[src/rtl/fifo_pkg.sv]
// Shared helpers for the level-tracking UART FIFO: level width and
// parameter range checks used at elaboration.
package fifo_pkg;

  function automatic int lvl_w(input int w);
    return w + 1;
  endfunction

  function automatic bit af_ok(input int w, input int af);
    return (af >= 1) && (af <= (1 << w));
  endfunction

  function automatic bit ae_ok(input int w, input int ae);
    return (ae >= 0) && (ae <= (1 << w) - 1);
  endfunction

endpackage

[src/rtl/fifo_regfile.sv]
// Storage array for the FIFO: synchronous write port, asynchronous
// read port. Contents are not reset.
module fifo_regfile #(
  parameter int B = 8,
  parameter int W = 4
) (
  input  logic         clk,
  input  logic         we,
  input  logic [W-1:0] waddr,
  input  logic [B-1:0] wdata,
  input  logic [W-1:0] raddr,
  output logic [B-1:0] rdata
);

  logic [B-1:0] mem_q [2**W];

  always_ff @(posedge clk) begin
    if (we) mem_q[waddr] <= wdata;
  end

  assign rdata = mem_q[raddr];

endmodule

[src/rtl/fifo_uart_lvl.sv]
// Level-tracking FIFO with thresholds, flush and sticky error flags.
// Error flags are built only when FIFO_ERR_FLAGS_EN is defined.
module fifo_uart_lvl import fifo_pkg::*; #(
  parameter int B      = 8,
  parameter int W      = 4,
  parameter int AF_LVL = 2**W - 2,
  parameter int AE_LVL = 1
) (
  input  logic            clk,
  input  logic            reset,
  input  logic            flush,
  input  logic            wr,
  input  logic [B-1:0]    w_data,
  input  logic            rd,
  output logic [B-1:0]    r_data,
  output logic            empty,
  output logic            full,
  output logic            almost_empty,
  output logic            almost_full,
  output logic [W:0]      level,
  output logic            overflow,
  output logic            underflow,
  input  logic            clr_err
);

  localparam int LW = lvl_w(W);
  localparam logic [LW-1:0] FULL_L = LW'(2**W);
  localparam logic [LW-1:0] AF_L   = LW'(AF_LVL);
  localparam logic [LW-1:0] AE_L   = LW'(AE_LVL);

  if (!af_ok(W, AF_LVL)) begin : g_af_bad
    $error("fifo_uart_lvl: AF_LVL out of range");
  end
  if (!ae_ok(W, AE_LVL)) begin : g_ae_bad
    $error("fifo_uart_lvl: AE_LVL out of range");
  end

  logic [W-1:0]  w_ptr_q, w_ptr_d;
  logic [W-1:0]  r_ptr_q, r_ptr_d;
  logic [LW-1:0] level_q, level_d;
  logic          empty_q, empty_d;
  logic          full_q, full_d;
  logic          ae_q, ae_d;
  logic          af_q, af_d;
  logic          wr_en, rd_en, we;

  // A full FIFO still accepts a write when a read frees a slot this cycle.
  always_comb begin
    wr_en   = wr & (~full_q | rd);
    rd_en   = rd & ~empty_q;
    we      = wr_en & ~flush;
    w_ptr_d = w_ptr_q;
    r_ptr_d = r_ptr_q;
    level_d = level_q;
    if (flush) begin
      w_ptr_d = '0;
      r_ptr_d = '0;
      level_d = '0;
    end else begin
      if (wr_en) w_ptr_d = w_ptr_q + W'(1);
      if (rd_en) r_ptr_d = r_ptr_q + W'(1);
      level_d = level_q + LW'(wr_en) - LW'(rd_en);
    end
    empty_d = (level_d == '0);
    full_d  = (level_d == FULL_L);
    ae_d    = (level_d <= AE_L);
    af_d    = (level_d >= AF_L);
  end

  always_ff @(posedge clk or posedge reset) begin
    if (reset) begin
      w_ptr_q <= '0;
      r_ptr_q <= '0;
      level_q <= '0;
      empty_q <= 1'b1;
      full_q  <= 1'b0;
      ae_q    <= 1'b1;
      af_q    <= 1'b0;
    end else begin
      w_ptr_q <= w_ptr_d;
      r_ptr_q <= r_ptr_d;
      level_q <= level_d;
      empty_q <= empty_d;
      full_q  <= full_d;
      ae_q    <= ae_d;
      af_q    <= af_d;
    end
  end

  fifo_regfile #(.B(B), .W(W)) u_regfile (
    .clk   (clk),
    .we    (we),
    .waddr (w_ptr_q),
    .wdata (w_data),
    .raddr (r_ptr_q),
    .rdata (r_data)
  );

  assign empty        = empty_q;
  assign full         = full_q;
  assign almost_empty = ae_q;
  assign almost_full  = af_q;
  assign level        = level_q;

`ifdef FIFO_ERR_FLAGS_EN
  logic ovf_q, ovf_d;
  logic udf_q, udf_d;

  // A new error wins over clr_err in the same cycle.
  always_comb begin
    ovf_d = (ovf_q & ~clr_err) | (~flush & wr & full_q & ~rd);
    udf_d = (udf_q & ~clr_err) | (~flush & rd & empty_q & ~wr);
  end

  always_ff @(posedge clk or posedge reset) begin
    if (reset) begin
      ovf_q <= 1'b0;
      udf_q <= 1'b0;
    end else begin
      ovf_q <= ovf_d;
      udf_q <= udf_d;
    end
  end

  assign overflow  = ovf_q;
  assign underflow = udf_q;
`else
  logic unused_clr;
  assign unused_clr = clr_err;
  assign overflow   = 1'b0;
  assign underflow  = 1'b0;
`endif

endmodule

[config.mk]
export PLATFORM = sky130hd
export DESIGN_NAME = fifo_uart_lvl
export DESIGN_NICKNAME = d
export VERILOG_FILES = /design/src/rtl/fifo_pkg.sv /design/src/rtl/fifo_regfile.sv /design/src/rtl/fifo_uart_lvl.sv
export SDC_FILE = /design/constraint.sdc
export NUM_CORES = 1
export LEC_CHECK = 0
export ABC_CLOCK_PERIOD_IN_PS = 4450
export CAP_MARGIN = 20
export CORE_AREA = 2 2 93 118
export CTS_BUF_LIST = sky130_fd_sc_hd__clkbuf_8 sky130_fd_sc_hd__clkbuf_16
export CTS_CLUSTER_DIAMETER = 60
export DETAILED_ROUTE_END_ITERATION = 8
export DIE_AREA = 0 0 95 120
export GPL_TIMING_DRIVEN = 0
export PLACE_DENSITY_LB_ADDON = 0.1
export SLEW_MARGIN = 10
export SYNTH_ARGS = -nofsm -noshare
export SYNTH_HDL_FRONTEND = slang
export SYNTH_SLANG_ARGS = --single-unit
[constraint.sdc]
create_clock -name clk -period 4.45 [get_ports clk]
set_input_delay 0.89 -clock clk [delete_from_list [all_inputs] [get_ports clk]]
set_output_delay 0.89 -clock clk [all_outputs]
set_load 0.02 [all_outputs]
# Word-level counts from Yosys, hierarchy flattened
# Memory sizes are Yosys's and may differ from the RTL's.
# Index checks and enable logic that the tools add are counted.
# Widths: inputs -> output; s select.
dict set report classes {
  n_mux 7
  n_lt_le_gt_ge 2
  bitwise_logic 7
  n_addsub 4
  reduce_logical 3
  eq_ne 1
}
# operator n
set op_table {}
lappend op_table {{$mux 4} 4}
lappend op_table {{$add 4x1->4 const B} 2}
lappend op_table {{$add 5x1->5} 1}
lappend op_table {{$eq 5x5->1 const B} 1}
lappend op_table {{$ge 5x4->1 const B} 1}
lappend op_table {{$le 5x1->1 const B} 1}
lappend op_table {{$logic_not 5->1} 1}
lappend op_table {{$mux 5} 1}
lappend op_table {{$sub 5x1->5} 1}
lappend op_table {{$reduce_bool 2->1} 2}
lappend op_table {{$and 1x1->1} 3}
lappend op_table {{$not 1->1} 3}
lappend op_table {{$mux 1} 2}
lappend op_table {{$or 1x1->1} 1}
dict set report word_totals {
  regBits 17
  mem_bits_rw 128
  in_bits 14
  memories 1
  out_inout_bits 19
  elab_cells 32
}
# memory depth width read_ports rd_clocked_by_memory_dff wr line
set memory_table {}
lappend memory_table {u_regfile.mem_q 16 8 1 0 1 fifo_regfile.sv:15} ;# logic [B-1:0] mem_q [2**W];

# Longest topological paths before layout
# Gate-level depths: netlist of the first run.
dict set report logic_depth {
  ltp_word 7
  ltp_mapped 11
  depth_no_buf 11
}

# Hierarchy
# Synthesis of the first run repeated with hierarchy kept, for this count alone.
dict set report hier_totals {
  hier_cells 310
  hier_area_um2 5885.6
}
# module cells_per_inst seq_area_each_um2 instances area_each_um2
set by_module_without_submodules {}
lappend by_module_without_submodules {fifo_regfile 221 3843.7 1 4987.3}
lappend by_module_without_submodules {fifo_uart_lvl 89 427.9 1 898.4}

# Worst setup path after synthesis of the first run
# OpenSTA, ideal clock, no wires.
dict set report synth_timing {
  path_type {input-to-reg}
  from {in rd}
  to {reg af_q (netlist: almost_full)}
  t_required_ns 4.368
  path_stages 8
  path_slack_ns 1.416
  arrival_ns 2.951
  setup_time_ns 0.082
  n_path_buf 0
  path_cell_list {o21ai_1 -> ha_1 -> inv_1 -> ha_1 -> inv_1 -> fa_1 -> or4_1 -> a31oi_1}
}
dict set report synth_between {
  elab_chain_len 6
  elab_cells_between_ends 7
  cone_classes {add/sub: 2; order compare: 1; mux: 1; bitwise: 3}
}
# item line
set synth_rtl {}
lappend synth_rtl {{start: declaration} fifo_uart_lvl.sv:14} ;# input logic rd,
lappend synth_rtl {{$or 1x1->1} fifo_uart_lvl.sv:49} ;# wr_en = wr & (~full_q | rd);
lappend synth_rtl {{$and 1x1->1} fifo_uart_lvl.sv:49}
lappend synth_rtl {{$add 5x1->5} fifo_uart_lvl.sv:62} ;# level_d = level_q + LW'(wr_en) - LW'(rd_en);
lappend synth_rtl {{$sub 5x1->5 *} fifo_uart_lvl.sv:62}
lappend synth_rtl {{$mux 5 *} fifo_uart_lvl.sv:55} ;# if (flush) begin
lappend synth_rtl {{$ge 5x4->1 *} fifo_uart_lvl.sv:67} ;# af_d = (level_d >= AF_L);
lappend synth_rtl {{net af_d} fifo_uart_lvl.sv:44} ;# logic af_q, af_d;
lappend synth_rtl {{end signal: assignment} fifo_uart_lvl.sv:78} ;# af_q <= 1'b0;
lappend synth_rtl {{end signal: assignment} fifo_uart_lvl.sv:86} ;# af_q <= af_d;
lappend synth_rtl {{end: declaration} fifo_uart_lvl.sv:44}
# The timed path passes the listed nets; every way through them passes the cells marked *.
# A chain may end at the register's enable or synchronous reset.

# Final worst setup path of the first run
dict set report layout_timing {
  from {reg r_ptr_q[0]}
  to {out r_data[3]}
}
dict set report layout_between {
  elab_chain_len 1
}
# item line
set layout_rtl {}
lappend layout_rtl {{start: declaration} fifo_uart_lvl.sv:39} ;# logic [W-1:0] r_ptr_q, r_ptr_d;
lappend layout_rtl {{start signal: assignment} fifo_uart_lvl.sv:81} ;# r_ptr_q <= r_ptr_d;
lappend layout_rtl {{$mem_v2 16x8} -}
lappend layout_rtl {{end: declaration} fifo_uart_lvl.sv:15} ;# output logic [B-1:0] r_data,
# Every way passes these cells.

==> flow_metrics.py, run 1 <==
metrics = {
    "place": {
        "place_congestion": 0.778,
        "portBuffers": 29,
        "dp.cells": 474,
        "hpwl_um": 7310,
    },
    "global_route": {
        "grt-ovfl-total": 0,
        "antenna_found_initial": 0,
        "grt_pass1_wl_um": 17300,
        "track_usage": 0.221,
        "grt_pass1_vias": 3111,
        "grt_max_degree": 18,
    },
    "logic_synthesis": {
        "synth-edff-count": 128,
        "synth_cells": 312,
        "netlist_area_mm2": 0.00596,
        "yosysUniqueCellTypes": 39,
        "yosys.area.top_type_share": 0.644,
        "ys_async_sr_fraction": 0.117,
        "syn_area_per_cell_um2": 19.1,
        "synth-seq-cells": 145,
        "seq_area_frac_synth": 0.716,
        "synth_area_leaders": "edfxtp_1 (64%), mux4_2 (7.9%), dfrtp_1 (6.3%), mux4_1 (4.8%), ha_1 (2.1%)",
        "synth_area_leader_cell": "edfxtp_1",
        "synth_ff_type": "edfxtp_1",
        "yosysWarnings": 0,
    },
    "cts": {
        "cts_buffer_depth": 2,
        "cts_tree": "done",
        "htreeDepth": 4,
        "cts_buffers": 17,
        "cts_resized": 0,
        "clk_pin_slew_ps": 50,
        "post_cts_buffers": 0,
        "insertion_delay_ps": 410,
        "cts_sinks": 145,
        "ctsRootBufferMaster": "clkbuf_16",
        "cts_hold_buf": 0,
    },
    "route": {
        "met2WireLength_um": 5680,
        "dr.pass1.iters": 4,
        "drt_iter0_markers": 174,
        "wl_um": 11200,
        "route.detailed.drc": 0,
        "wire_per_inst_um": 22.2,
        "via_per_inst": 5.94,
        "num_vias": 3008,
        "route.met3.wl_um": 560,
        "met1_length_um": 4700,
        "routed.top_layer": "met4",
        "drtAntennaViolNets": 0,
    },
    "floorplan": {
        "initial_core_util": 0.576,
        "die_w_um": 95,
        "die_y_um": 120,
        "die_area_mm2": 0.0114,
        "io_pins": 33,
        "rows": 42,
        "core_area_mm2": 0.0104,
    },
    "sta": {
        "finalHoldViolCount": 0,
        "slew_viol_final": 0,
        "tns_ps": 0,
        "worst_pin_slew_ps": 805,
        "rsz0062_at_grt": "false",
        "fmax_ghz": 0.284,
        "whs_ps": 621,
        "period_share": 0.792,
        "finalSetupViolCount": 0,
        "finClkSkew_ps": 13.2,
        "max_slew_margin": 0.456,
        "fin_crit_ps": 3520,
    },
    "run": {
        "drv_cap": 0,
    },
    "outcome": {
        "outcome": "finished, final reports clean",
    },
    "worst_setup_path": {
        "path_class": "reg2out",
        "max_stage_delay_ps": 550,
        "arrival_ps": 2630,
        "cp-end-kind": "output port",
        "required_ps": 3560,
        "cpMaxStageDelayCell": "mux4_2",
        "crit_path_cell_trace": "buf_6, buf_4, mux4_2, a22oi_1, nand2_1, clkdlybuf4s50_1",
        "crit_buf_inv": 3,
        "critical-path-top-delay-family": "buffers and inverters",
        "cp_max_fo": 10,
        "startpoint_type": "flip-flop",
    },
    "pwr": {
        "peakVddDrop_uv": 369,
        "leakage_nw": 2.43,
        "power_density_mw_per_mm2": 539,
    },
    "finish": {
        "areaGrowthSynthToFinish_pct": 17.8,
        "fin_nets": 386,
        "drive_above_1_share": 0.166,
        "final_cell_mix": "edfxtp_1 (128), clkdlybuf4s50_1 (29), mux4_2 (21)",
        "layout_commonest_cell": "edfxtp_1",
        "fin_cells": 506,
        "antennaDiodeCount": 0,
    },
    "hold_path": {
        "hold_class": "reg2reg",
    },
}
-- cells by family after synthesis --
family                   synth area share
buffers and inverters              0.0294
other                            0.000629
AND/OR/NAND/NOR                    0.0508
adder cells (fa/ha/maj)            0.0243
multiplexers                        0.131
AO/OA/AOI/OAI                      0.0315
flip-flops                          0.716
XOR/XNOR                           0.0162
-- worst reg2reg max path: cells and delay by family (launching register included) --
kind	cells	cell delay, ps
fa+ha+maj	3	900
xor+xnor	1	350
simple gates	2	410
buf+inv	3	170
compound gates	2	580
flops	1	340
-- metrics by stage --
step / setup slack, ps / util / total power, mW / cell area [µm²]
final: 927 / 0.679 / 3.79 / 7030
after CTS: 866 / 0.679 / 3.82 / 7030
after floorplan: 1420 / - / 2.13 / 5970
after global routing: 795 / 0.679 / 3.95 / 7030
after detailed placement: 607 / 0.620 / 2.40 / 6420
after global placement: 569 / 0.620 / 2.39 / 6420
-- layer usage --
layer	global-route usage	vias to the layer above
met5	0	-
met4	0.0942	0
met3	0.0521	23
met2	0.342	95
met1	0.305	1548
li1	-	1342
-- worst paths after layout --
| path | start | cells after the start | slack [ps] | to |
|---|---|---|---|---|
| setup / recovery | r_ptr_q[0] | 6 | 930 | r_data[3] |
| hold / removal | w_ptr_q[1] | 2 | 620 | w_ptr_q[1] |
| setup reg to reg | full | 11 | 1570 | full |
| hold reg to reg | w_ptr_q[1] | 2 | 620 | w_ptr_q[1] |
| max in group asynchronous | reset | 2 | 3160 | r_ptr_q[3] |
| min in group asynchronous | reset | 2 | 870 | w_ptr_q[3] |
-- Yosys cell counts, types with 4 or more instances --
cell type / n
xnor2_1: 6
nand2_1: 10
mux4_1: 11
inv_1: 11
ha_1: 10
mux4_2: 21
a22oi_1: 16
dfrtp_1: 15
nor2_1: 16
xor2_1: 5
and2_1: 17
buf_4: 4
edfxtp_1: 128
-- flip-flops by register name, indices dropped and copies added, names as in the netlist --
name	count
almost_empty	1
almost_full	1
empty	1
full	1
level	5
r_ptr_q	4
u_regfile.mem_q	128
w_ptr_q	4
-- layout make-up --
cell class	instances	area, µm²
Buffer	16	134
Fill cell	673	3330
Tap cell	132	165
Sequential cell	145	4270
Multi-Input combinational cell	141	1520
Inverter	11	41.3
Clock buffer	17	425
Timing Repair Buffer	29	290
Clock inverter	15	176
-- where the power goes --
part	switching (mW)	internal, mW	leakage, nW
clock	0.503	0.922	0.299
combinational	0.416	0.373	0.755
sequential	0.0301	1.55	1.38
total	0.950	2.84	2.43
No activity file was read; power rests on OpenSTA's default activity.
==> run 2: changes to the inputs <==
ABC_CLOCK_PERIOD_IN_PS = 3400   (was 4450)
clock period = 3.4 ns   (was 4.45 ns; I/O delays follow)
==> run 2 against run 1 <==
Register-to-register slack worse by 910 ps. Critical path type unchanged. Largest cell class unchanged. Routed wire length about the same. First-iteration DRC count is 14% higher. Die area unchanged. Sequential share of layout area down 0.065 points. Sequential power rose by 30%. Global-route usage did not move. Critical endpoint unchanged. Critical path depth is the same.
==> flow_metrics.py, run 2 (same netlist as run 1, synthesis figures left out) <==
metrics = {
    "floorplan": {
        "io_pins": 33,
        "die_area_mm2": 0.0114,
        "initial_core_util": 0.576,
        "die_w_um": 95,
        "rows": 42,
        "core_area_mm2": 0.0104,
        "die_y_um": 120,
    },
    "pwr": {
        "peakVddDrop_uv": 483,
        "leakage_nw": 2.43,
        "finalPower_mw": 4.96,
        "power_density_mw_per_mm2": 706,
    },
    "finish": {
        "drive_above_1_share": 0.168,
        "fin_cells": 506,
        "fin_nets": 386,
        "final_cell_mix": "edfxtp_1 (128), clkdlybuf4s50_1 (29), mux4_2 (21)",
        "areaGrowthSynthToFinish_pct": 17.9,
        "antennaDiodeCount": 0,
        "regMostFlops": "u_regfile.mem_q",
        "largest_reg_flops": 128,
        "utilization": 0.679,
        "stdcell_area_mm2": 0.00703,
        "layout_commonest_cell": "edfxtp_1",
    },
    "worst_setup_path": {
        "cp-end-kind": "output port",
        "startpoint_type": "flip-flop",
        "r2r-end": "full",
        "path_class": "reg2out",
        "startpoint": "r_ptr_q[0]",
        "cp_max_fo": 10,
        "required_ps": 2720,
        "r2r_start": "empty",
        "rrSetupSlack_ps": 660,
        "cp-endpoint": "r_data[3]",
        "arrival_ps": 2570,
        "reg2regPathDepth": 11,
    },
    "cts": {
        "cts_hold_buf": 0,
        "cts_buffer_depth": 2,
        "cts_buffers": 17,
        "clk_pin_slew_ps": 50,
        "cts_sinks": 145,
        "cts_resized": 0,
        "cts_tree": "done",
        "ctsRootBufferMaster": "clkbuf_16",
        "post_cts_buffers": 0,
        "htreeDepth": 4,
        "insertion_delay_ps": 410,
    },
    "sta": {
        "period_share": 0.955,
        "finalHoldViolCount": 0,
        "whs_ps": 619,
        "max_slew_margin": 0.427,
        "worst_pin_slew_ps": 847,
        "fin_crit_ps": 3250,
        "slew_viol_final": 0,
        "finalSetupViolCount": 0,
        "rsz0062_at_grt": "false",
        "fmax_ghz": 0.308,
        "finClkSkew_ps": 10.9,
        "setup_ws_ps": 154,
        "tns_ps": 0,
    },
    "place": {
        "hpwl_um": 7310,
        "place_area_mm2": 0.00642,
        "dp_slack_ps": -233,
        "dp.cells": 474,
        "place_congestion": 0.778,
        "portBuffers": 29,
    },
    "global_route": {
        "grt_pass1_wl_um": 17300,
        "antenna_found_initial": 0,
        "track_usage": 0.221,
        "grt_pass1_vias": 3111,
        "grt-ovfl-total": 0,
        "grt_max_degree": 18,
    },
    "route": {
        "dr.pass1.iters": 4,
        "drt_iter0_markers": 199,
        "num_vias": 2982,
        "drtAntennaViolNets": 0,
        "wl_um": 11200,
        "wire_per_inst_um": 22.2,
        "via_per_inst": 5.89,
        "route.detailed.drc": 0,
    },
    "outcome": {
        "outcome": "finished, final reports clean",
    },
    "hold_path": {
        "hold_class": "reg2reg",
        "hold_depth": 2,
    },
    "run": {
        "drv_cap": 0,
    },
}
-- run 2: cell count changes in the layout (fill, tap and decap cells not counted) --
cell	before	now
buf_6	3	4
o21ai_2	0	1
buf_4	4	3
o21ai_1	1	0
-- run 2: per-layer routing --
metal / vias up / GRT usage / part of all wire
met1: 1531 / 0.305 / 0.41
met4: 0 / 0.0942 / 0.017
met3: 13 / 0.0521 / 0.055
met5: - / 0 / 0
met2: 96 / 0.342 / 0.52
li1: 1342 / - / -
-- run 2: how the worst min path moves through the flow --
stage	endpoint	startpoint	slack, ps
2_1_floorplan	r_ptr_q[3]	r_ptr_q[3]	550
3_3_place_gp	w_ptr_q[1]	w_ptr_q[1]	590
3_5_place_dp	w_ptr_q[1]	w_ptr_q[1]	600
4_1_cts	w_ptr_q[1]	w_ptr_q[1]	610
5_1_grt	w_ptr_q[1]	w_ptr_q[1]	690
6_report	w_ptr_q[1]	w_ptr_q[1]	620
-- run 2: final cells by class --
class	count	area, µm²
flip-flops and latches	145	4270
clock inverters	15	176
fillers	673	3320
inverters	11	41.3
multi-input cells	141	1530
well taps	132	165
plain buffers	16	138
clock buffers	17	425
repair buffers	29	290
-- run 2: worst max-delay path, stage by stage (launching register included) --
cell	delay, ps
dfrtp_1	360
buf_6	160
buf_6	200
mux4_2	540
a22oi_1	240
nand2_1	110
clkdlybuf4s50_1	550
-- run 2: where the power goes --
part	leakage [nW]	switching, mW	internal, mW
clock	0.299	0.657	1.21
sequential	1.38	0.0396	2.02
combinational	0.757	0.547	0.491
==> run 3: changes to the inputs <==
CORE_AREA = 2 2 109 101   (was 2 2 93 118)
CTS_CLUSTER_SIZE = 20   (was not set)
DIE_AREA = 0 0 111 103   (was 0 0 95 120)
==> run 3 against run 2 <==
Via count shrank 1.6%. Final area is essentially flat. Worst setup slack lost 30 ps. Global-route usage shrank 0.97 points. Clock power is essentially flat. Sequential share of layout area is essentially flat. Die area grew 0.29%. Non-clock buffer count is the same. First-iteration DRC count grew 7.0%.
==> flow_metrics.py, run 3 (same netlist as run 1, synthesis figures left out) <==
metrics = {
    "outcome": {
        "outcome": "finished, final reports clean",
    },
    "global_route": {
        "grt_pass1_wl_um": 17000,
        "grt_pass1_vias": 3008,
        "grt-ovfl-total": 0,
        "antenna_found_initial": 0,
        "grt_max_degree": 18,
        "track_usage": 0.212,
    },
    "route": {
        "drtAntennaViolNets": 0,
        "via_per_inst": 5.79,
        "wire_per_inst_um": 21.9,
        "drt_iter0_markers": 213,
        "num_vias": 2934,
        "dr.pass1.iters": 4,
        "route.detailed.drc": 0,
        "wl_um": 11100,
    },
    "worst_setup_path": {
        "startpoint": "r_ptr_q[0]",
        "startpoint_type": "flip-flop",
        "cp_max_fo": 10,
        "required_ps": 2720,
        "arrival_ps": 2600,
        "rrSetupSlack_ps": 710,
        "r2r_start": "empty",
        "cp-endpoint": "r_data[7]",
        "path_class": "reg2out",
        "r2r-end": "full",
        "cp-end-kind": "output port",
        "reg2regPathDepth": 11,
    },
    "sta": {
        "rsz0062_at_grt": "false",
        "whs_ps": 616,
        "slew_viol_final": 0,
        "period_share": 0.963,
        "fmax_ghz": 0.305,
        "finClkSkew_ps": 8.06,
        "max_slew_margin": 0.526,
        "setup_ws_ps": 124,
        "worst_pin_slew_ps": 701,
        "fin_crit_ps": 3280,
        "finalSetupViolCount": 0,
        "finalHoldViolCount": 0,
    },
    "run": {
        "drv_cap": 0,
    },
    "place": {
        "place_congestion": 0.728,
        "hpwl_um": 7180,
        "dp_slack_ps": -209,
        "portBuffers": 29,
        "dp.cells": 475,
        "place_area_mm2": 0.00642,
    },
    "hold_path": {
        "hold_class": "reg2reg",
    },
    "cts": {
        "cts_tree": "done",
        "clk_pin_slew_ps": 60,
        "insertion_delay_ps": 420,
        "htreeDepth": 4,
        "cts_buffer_depth": 2,
        "cts_hold_buf": 0,
        "cts_buffers": 17,
        "cts_sinks": 145,
        "post_cts_buffers": 0,
        "ctsRootBufferMaster": "clkbuf_16",
    },
    "finish": {
        "fin_cells": 507,
        "utilization": 0.676,
        "regMostFlops": "u_regfile.mem_q",
        "drive_above_1_share": 0.184,
        "final_cell_mix": "edfxtp_1 (128), clkdlybuf4s50_1 (29), mux4_2 (21)",
        "multiInputGateArea_mm2": 0.00153,
        "largest_reg_flops": 128,
        "stdcell_area_mm2": 0.00703,
        "areaGrowthSynthToFinish_pct": 17.9,
        "nFillCells": 688,
        "fin_nets": 386,
        "ff_latch_area_mm2": 0.00427,
        "layout_commonest_cell": "edfxtp_1",
        "antennaDiodeCount": 0,
    },
    "floorplan": {
        "die_w_um": 111,
        "io_pins": 33,
        "rows": 36,
        "die_area_mm2": 0.0114,
        "die_y_um": 103,
        "initial_core_util": 0.573,
        "core_area_mm2": 0.0104,
    },
    "pwr": {
        "peakVddDrop_uv": 463,
        "leakage_nw": 2.42,
        "power_density_mw_per_mm2": 701,
    },
}
run 3: changes by cell type in the layout (fill, tap and decap cells not counted), sizes merged:
| cell | change |
|---|---|
| inv | +5 |
| clkinvlp | +1 |
| clkinv | -4 |
| bufinv | -2 |
run 3: repair_timing:
action                                  4_1_cts  5_1_grt
gates resized for setup                       0        2
endpoints found under the setup margin        0        3
endpoints found under the hold margin         0        0
run 3: worst max-delay path: stages (launching register included):
cell	delay, ps
dfrtp_1	360
buf_6	160
buf_6	220
mux4_2	530
a22oi_1	240
nand2_1	110
clkdlybuf4s50_1	540
run 3: power by group:
part	internal, mW	switching, mW
combinational	0.489	0.517
sequential	2.02	0.0394
clock	1.10	0.760
total	3.61	1.32
run 3: layout make-up:
type	count	share of cell area
timing repair buffer	29	0.0413
clock buffer	17	0.0605
buffer	16	0.0196
clock inverter	15	0.0244
tap	133	0.0237
inverter	11	0.00587
sequential	145	0.608
multi-input combinational	141	0.217
run 3: metrics by stage:
step,setup TNS [ps],power [mW]
2_1_floorplan,0,2.79
3_3_place_gp,-533,3.10
3_5_place_dp,-608,3.11
4_1_cts,0,4.96
5_1_grt,0,5.15
6_report,0,4.93
run 3: worst min path at each step:
stage | startpoint | endpoint | slack [ps] | cells after the start
after CTS | w_ptr_q[1] | w_ptr_q[1] | 620 | 2
after detailed placement | w_ptr_q[1] | w_ptr_q[1] | 610 | 2
final | w_ptr_q[1] | w_ptr_q[1] | 620 | 2
after floorplan | r_ptr_q[3] | r_ptr_q[3] | 550 | 2
after global placement | w_ptr_q[1] | w_ptr_q[1] | 590 | 2
after global routing | w_ptr_q[1] | w_ptr_q[1] | 660 | 2
run 3: metal layers:
layer,vias to the layer above,global-route usage,part of all wire
li1,1342,-,-
met1,1489,0.293,0.43
met2,86,0.336,0.49
met3,17,0.0547,0.059
met4,0,0.0760,0.013
met5,-,0,0
